[config.mk]
export PLATFORM = sky130hd
export DESIGN_NAME = instr_fetch_unit
export DESIGN_NICKNAME = d
export VERILOG_FILES = /design/src/rtl/instr_fetch_unit.sv
export SDC_FILE = /design/constraint.sdc
export NUM_CORES = 1
export LEC_CHECK = 0
export CORE_UTILIZATION = 41
export CTS_CLUSTER_SIZE = 14
export DETAILED_ROUTE_END_ITERATION = 8
export PLACE_DENSITY = 0.83
export SYNTH_ARGS = -nofsm -noshare
export SYNTH_HDL_FRONTEND = slang
export SYNTH_SLANG_ARGS = --single-unit
[constraint.sdc]
create_clock -name clk -period 2.2 [get_ports clk]
set_clock_uncertainty 0.2 [all_clocks]
set_input_delay 0.44 -clock clk [delete_from_list [all_inputs] [get_ports clk]]
set_output_delay 0.44 -clock clk [all_outputs]
set_load 0.05 [all_outputs]
[src/rtl/instr_fetch_unit.sv]
// ============================================================================
// instr_fetch_unit: PC owner and single-outstanding instruction fetch stage.
// Revision: 1.0
// ============================================================================
`default_nettype none

module instr_fetch_unit #(
  parameter int              PC_W     = 8,
  parameter logic [PC_W-1:0] RESET_PC = '0
) (
  input  logic            clk,
  input  logic            rst,
  output logic            imem_req,
  output logic [PC_W-1:0] imem_addr,
  input  logic            imem_gnt,
  input  logic            imem_rvalid,
  input  logic [7:0]      imem_rdata,
  output logic            out_valid,
  output logic [7:0]      out_instr,
  input  logic            out_ready,
  input  logic            dec_interrupt,
  input  logic            dec_halt,
  input  logic [3:0]      dec_immdt,
  input  logic            redirect,
  input  logic [PC_W-1:0] redirect_pc,
  input  logic            resume,
  output logic [PC_W-1:0] pc,
  output logic [PC_W-1:0] epc,
  output logic            halted,
  output logic            int_taken
);

  typedef enum logic [1:0] {
    S_REQ     = 2'd0,
    S_WAIT    = 2'd1,
    S_PRESENT = 2'd2,
    S_HALTED  = 2'd3
  } state_t;

  state_t          state_q, state_d;
  logic [PC_W-1:0] pc_q, pc_d;
  logic [PC_W-1:0] epc_q, epc_d;
  logic [7:0]      instr_q, instr_d;
  logic            int_taken_q, int_taken_d;

  logic [PC_W-1:0] pc_inc;
  logic [PC_W-1:0] int_vec;

  assign pc_inc  = pc_q + PC_W'(1);
  // Vector address is immdt*16, resized to the PC width.
  assign int_vec = PC_W'({dec_immdt, 4'b0000});

  always_ff @(posedge clk) begin
    if (rst) begin
      state_q     <= S_REQ;
      pc_q        <= RESET_PC;
      epc_q       <= '0;
      instr_q     <= '0;
      int_taken_q <= 1'b0;
    end else begin
      state_q     <= state_d;
      pc_q        <= pc_d;
      epc_q       <= epc_d;
      instr_q     <= instr_d;
      int_taken_q <= int_taken_d;
    end
  end

  always_comb begin
    state_d     = state_q;
    pc_d        = pc_q;
    epc_d       = epc_q;
    instr_d     = instr_q;
    int_taken_d = 1'b0;
    case (state_q)
      S_REQ: begin
        if (imem_gnt) state_d = S_WAIT;
      end
      S_WAIT: begin
        if (imem_rvalid) begin
          instr_d = imem_rdata;
          state_d = S_PRESENT;
        end
      end
      S_PRESENT: begin
        if (out_ready) begin
          if (dec_halt) begin
            pc_d    = pc_inc;
            state_d = S_HALTED;
          end else if (dec_interrupt) begin
            epc_d       = pc_inc;
            pc_d        = int_vec;
            int_taken_d = 1'b1;
            state_d     = S_REQ;
          end else if (redirect) begin
            pc_d    = redirect_pc;
            state_d = S_REQ;
          end else begin
            pc_d    = pc_inc;
            state_d = S_REQ;
          end
        end
      end
      S_HALTED: begin
        if (resume) state_d = S_REQ;
      end
      default: state_d = S_REQ;
    endcase
  end

  assign imem_req  = (state_q == S_REQ);
  assign imem_addr = pc_q;
  assign out_valid = (state_q == S_PRESENT);
  assign out_instr = instr_q;
  assign pc        = pc_q;
  assign epc       = epc_q;
  assign halted    = (state_q == S_HALTED);
  assign int_taken = int_taken_q;

endmodule

`default_nettype wire

Word-level counts from Yosys, hierarchy flattened
Cells that the tools add are included.

Add/sub/neg operators: 1. Multiplexer cells: 10. Equality and inequality tests: 7. Reductions and logical operators: 6. Bitwise logic cells: 3.

Operators with widths (number): 8-bit 2-to-1 mux (3); 2-bit 2-to-1 mux (5); 8-bit by 1-bit adder with 8-bit output (second input constant) (1); 2-bit case mux with 4 select lines (1); 4-bit AND reduction (2); 2-bit == test (second input constant) (2); 2-bit by 1-bit != test with 1-bit output (second input constant) (2); 2-bit != test (second input constant) (2); 2-bit AND reduction (2); 4-bit OR reduction (1); 1-bit inverter (3); 2-bit by 1-bit == test with 1-bit output (second input constant) (1); 2-bit logical NOT (1); 1-bit 2-to-1 mux (1).

Flip-flop bits (word level): 27. Output and inout port bits: 36. Logic and storage cells: 32.

Logic depth before layout (Yosys ltp)
Gate-level depths: netlist of run 1.

Depth after elaboration: 4. Mapped depth: 6.

Least setup slack after synthesis of run 1
OpenSTA, ideal clock, no wires.

Path type: register to register. From: register pc_q[0] (netlist: imem_addr[0]). To: register pc_q[6] (netlist: imem_addr[6]). Setup slack: 0.174 ns. Data required time: 1.912 ns. Stages on the path, launching flop included: 5. Arrival time: 1.737 ns. Cells stage by stage: dfxtp_1 > ha_1 > nand4_4 > o32a_1 > o32ai_2.

Longest elaborated chain between the ends: 4.

RTL lines: start: declaration (line 41) `logic [PC_W-1:0] pc_q, pc_d;`; start signal: assignment (line 62) `pc_q <= pc_d;`; 8-bit by 1-bit adder with 8-bit output (*) (line 49) `assign pc_inc = pc_q + PC_W'(1);`; 8-bit 2-to-1 mux (line 95) `end else if (redirect) begin`; 8-bit 2-to-1 mux (line 90) `end else if (dec_interrupt) begin`; 8-bit 2-to-1 mux (*) (line 87) `if (dec_halt) begin`.

Mark *: on every way between the ends. The rest lies on a longest branch, timed or not. A chain may end at the register's enable or synchronous reset.

Worst setup path in the final report of run 1
From: register epc_q[1] (netlist: epc[1]). To: output epc[1].

RTL lines: start: declaration (line 42) `logic [PC_W-1:0] epc_q, epc_d;`; start signal: assignment (line 63) `epc_q <= epc_d;`; end: declaration (line 28) `output logic [PC_W-1:0] epc,`.

No word-level cell between the ends.

==> results.toml, run 1 <==
[final_layout]
n_antenna_cell = 0
seq_area_um2 = 541
final_cell_area_um2 = 2120
fillers = 298
final_layout_size_suffix_gt1_share_pct = 17.8
multi_input_area_um2 = 781
syn2layout_area_growth_pct = 45.0
nets = 261

[floorplanning]
fp.dieW_um = 61.8
start_util_pct = 43.2
num_io_pins = 65
die_h_um = 61.8
die_area_um2 = 3810
core_area_um2 = 3390
rows = 21

[route]
postRouteWirelength_mm = 3.35
drc = 0
antenna_left = 0
dr.pass1.iters = 4
via_per_inst = 5.13
route.vias.total = 1415
routedWlPerCell_um = 12.1
drt_iter0_markers = 56

[critical_path]
critPathMaxFanout = 2
startpoint_type = "flop"
worstPathRequired_ns = 1.56
crit_arrival_ns = 1.51
worstSetupPathType = "reg2out"
endpoint_kind = "output port"
cp_slowest_cell = "clkdlybuf4s50_1"
crit_buf_inv = 1
slowest_delay_ns = 0.82
worstPathCellList = "clkdlybuf4s50_1"
worst_path_dominant_cell_family = "buffers and inverters"

[sta]
hold_viol_final = 0
min_period_ns = 2.15
setup_tns_ns = 0
max_slew_margin_pct = 62.4
slew_violations = 0
tightestPinTransition_ns = 0.562
rsz0062_at_grt = "no"
fin_ws_ns = 0.0498
min_period_over_period_pct = 97.7
max_freq_ghz = 0.465
finalHoldWorstSlack_ns = 0.264
setup_viol = 0

[power_and_ir_drop]
irDropWorstVdd_v = 0.000197
power_frac_comb_pct = 23.8
p_switching_mw = 0.278
p_int_mw = 0.675
power_frac_seq_pct = 54.0
p_leak_nw = 0.872
power_frac_clock_pct = 22.2
powerDensity_nw_per_um2 = 449
power_mw = 0.953
swShare_pct = 29.2

[global_route]
grt_pass1_vias = 1156
grt_overflow = 0
grt_usage_pct = 18.4
antenna_found_initial = 0
grt_max_degree = 16
grt_pass1_wl_mm = 5.19

[clocking]
cts_tree = "yes"
clock_latency_ns = 0.33
postCtsSetupBuffers = 0
numCtsBuffers = 3
htree_levels = 1
cts-root-buf = "clkbuf_4"
cts_sinks = 27
cts.reportedPaths.clkPinSlew_ns = 0.14
cts_buffer_depth = 2

[logic_synthesis]
synth_edf_count = 0
synth_area_um2 = 1460
synth_cell_types = 48
synthArstFlopShare_pct = 0
netlist.area_leader.share_pct = 36.9
synth_warnings = 0
ys_seq_area_share_pct = 36.9
synth.area.top_cells = "dfxtp_1 37%, a21oi_1 6.2%, buf_4 5.6%"
synth_area_leader_cell = "dfxtp_1"
avgSynthCellArea_um2 = 8.51
synth_nets = 202
syn_inst = 172
synth-seq-cells = 27
synth-main-ff-cell = "dfxtp_1"

[job]
drv_cap = 0

[min_path]
hp-class = "reg2reg"

[placement]
dpl.hpwl_mm = 2.58
gp_congestion = 0.864
dpl-instance-area_um2 = 2080
port-buffer-count = 64
dpl_worst_slack_ns = 0.0213

[status]
outcome = "complete, no violations"
cells in the final DEF (no fill, tap or decap), drive strengths merged, types with 4 or more instances in the layout:
cell / synthesis / layout
clkdlybuf4s50: 0 / 43
dfxtp: 27 / 27
buf: 15 / 25
nand2: 20 / 20
nor2: 19 / 19
a21oi: 19 / 19
inv: 6 / 6
a211oi: 6 / 6
nand3: 5 / 5
o21ai: 5 / 5
nand2b: 4 / 4
dlymetal6s2s: 0 / 4
sequential cells by signal, summed over array words and instances (netlist names):
register	cells
epc	8
imem_addr	8
out_instr	8
state_q	2
int_taken	1
per-stage QoR:
step / instances / utilization (%)
finish: 276 / 62.6
CTS: 276 / 62.3
floorplan: 172 / -
global placement: 272 / 61.5
global route: 276 / 62.6
detailed placement: 272 / 61.5
power groups by stage:
stage	Sequential (mW)	Clock (mW)	Combinational (mW)
after CTS	0.515	0.217	0.228
after global routing	0.517	0.237	0.245
final	0.514	0.211	0.227
after detailed placement	0.526	0	0.228
after floorplan	0.553	0	0.0978
after global placement	0.525	0	0.225
final timing paths:
kind                                                  end  cells past startpoint  slack (ns)                 startpoint
worst max register to register  imem_addr[4]$_SDFFE_PP0N_                      5        0.35  imem_addr[0]$_SDFFE_PP0N_
worst max-delay path                               epc[1]                      1        0.05        epc[1]$_SDFFE_PP0P_
worst min register to register  out_instr[3]$_SDFFE_PP0P_                      2        0.26  out_instr[3]$_SDFFE_PP0P_
worst min-delay path            out_instr[3]$_SDFFE_PP0P_                      2        0.26  out_instr[3]$_SDFFE_PP0P_
kinds of logic (layout without fill, tap and decap cells):
group	Yosys count	after routing	share of synthesized area (%)
buf+inv	24	82	9.74
xor+xnor	6	6	3.59
simple gates	64	64	24.1
flops	27	27	36.9
mux	3	3	2.14
compound gates	47	47	22.7
fa+ha+maj	1	1	0.855
worst min-delay path, delay by kind of cell (launching register included):
kind	cells	cell delay [ns]
DFF	1	0.33
and+or+nand+nor	1	0.05
AOI/OAI and AO/OA	1	0.05
layer usage:
layer  track usage [%]  share of wire (%)  up-vias  wire (µm)
met5                 0                  0        -          0
met4              5.71                1.3        0         44
met3              3.11                7.0        5        233
met2              27.2                 44       60       1490
met1              27.3                 47      634       1580
li1                  -                  -      716          -
layout make-up:
type | instances | share of cell area, %
multi-input cells | 121 | 36.8
repair buffers | 72 | 32.7
flip-flops and latches | 27 | 25.5
well taps | 46 | 2.71
clock buffers | 3 | 1.06
inverters | 6 | 1.06
clock inverters | 1 | 0.236
synth_stat cells, types with 2 or more instances:
master and n:
a211oi_1 6, xor2_1 3, nor2_1 18, a311oi_1 3, buf_4 11, nand3_1 5, clkbuf_1 3, dfxtp_1 27
xnor2_1 3, a21oi_1 18, buf_2 3, and3b_1 2, nand2_1 20, a22oi_1 2, inv_1 6, o21ai_0 4
nand2b_1 4, mux2i_1 2, nor3b_1 3
repair_timing:
| item | 4_1_cts | 5_1_grt |
|---|---|---|
| hold buffers | 0 | 0 |
| endpoints found under the hold margin | 0 | 0 |
| endpoints found under the setup margin | 0 | 4 |
| resized for setup | 0 | 4 |
Power figures use the tool's default switching activity.
==> inputs of run 2 (changes only) <==
--- a/config.mk
+++ b/config.mk
@@ -9,6 +9,7 @@
 export CTS_CLUSTER_SIZE = 14
 export DETAILED_ROUTE_END_ITERATION = 8
 export PLACE_DENSITY = 0.83
+export SKIP_LAST_GASP = 1
 export SYNTH_ARGS = -nofsm -noshare
 export SYNTH_HDL_FRONTEND = slang
 export SYNTH_SLANG_ARGS = --single-unit
==> results of run 2 <==
No change in the layout: final DEF, timing and power equal those of run 1.
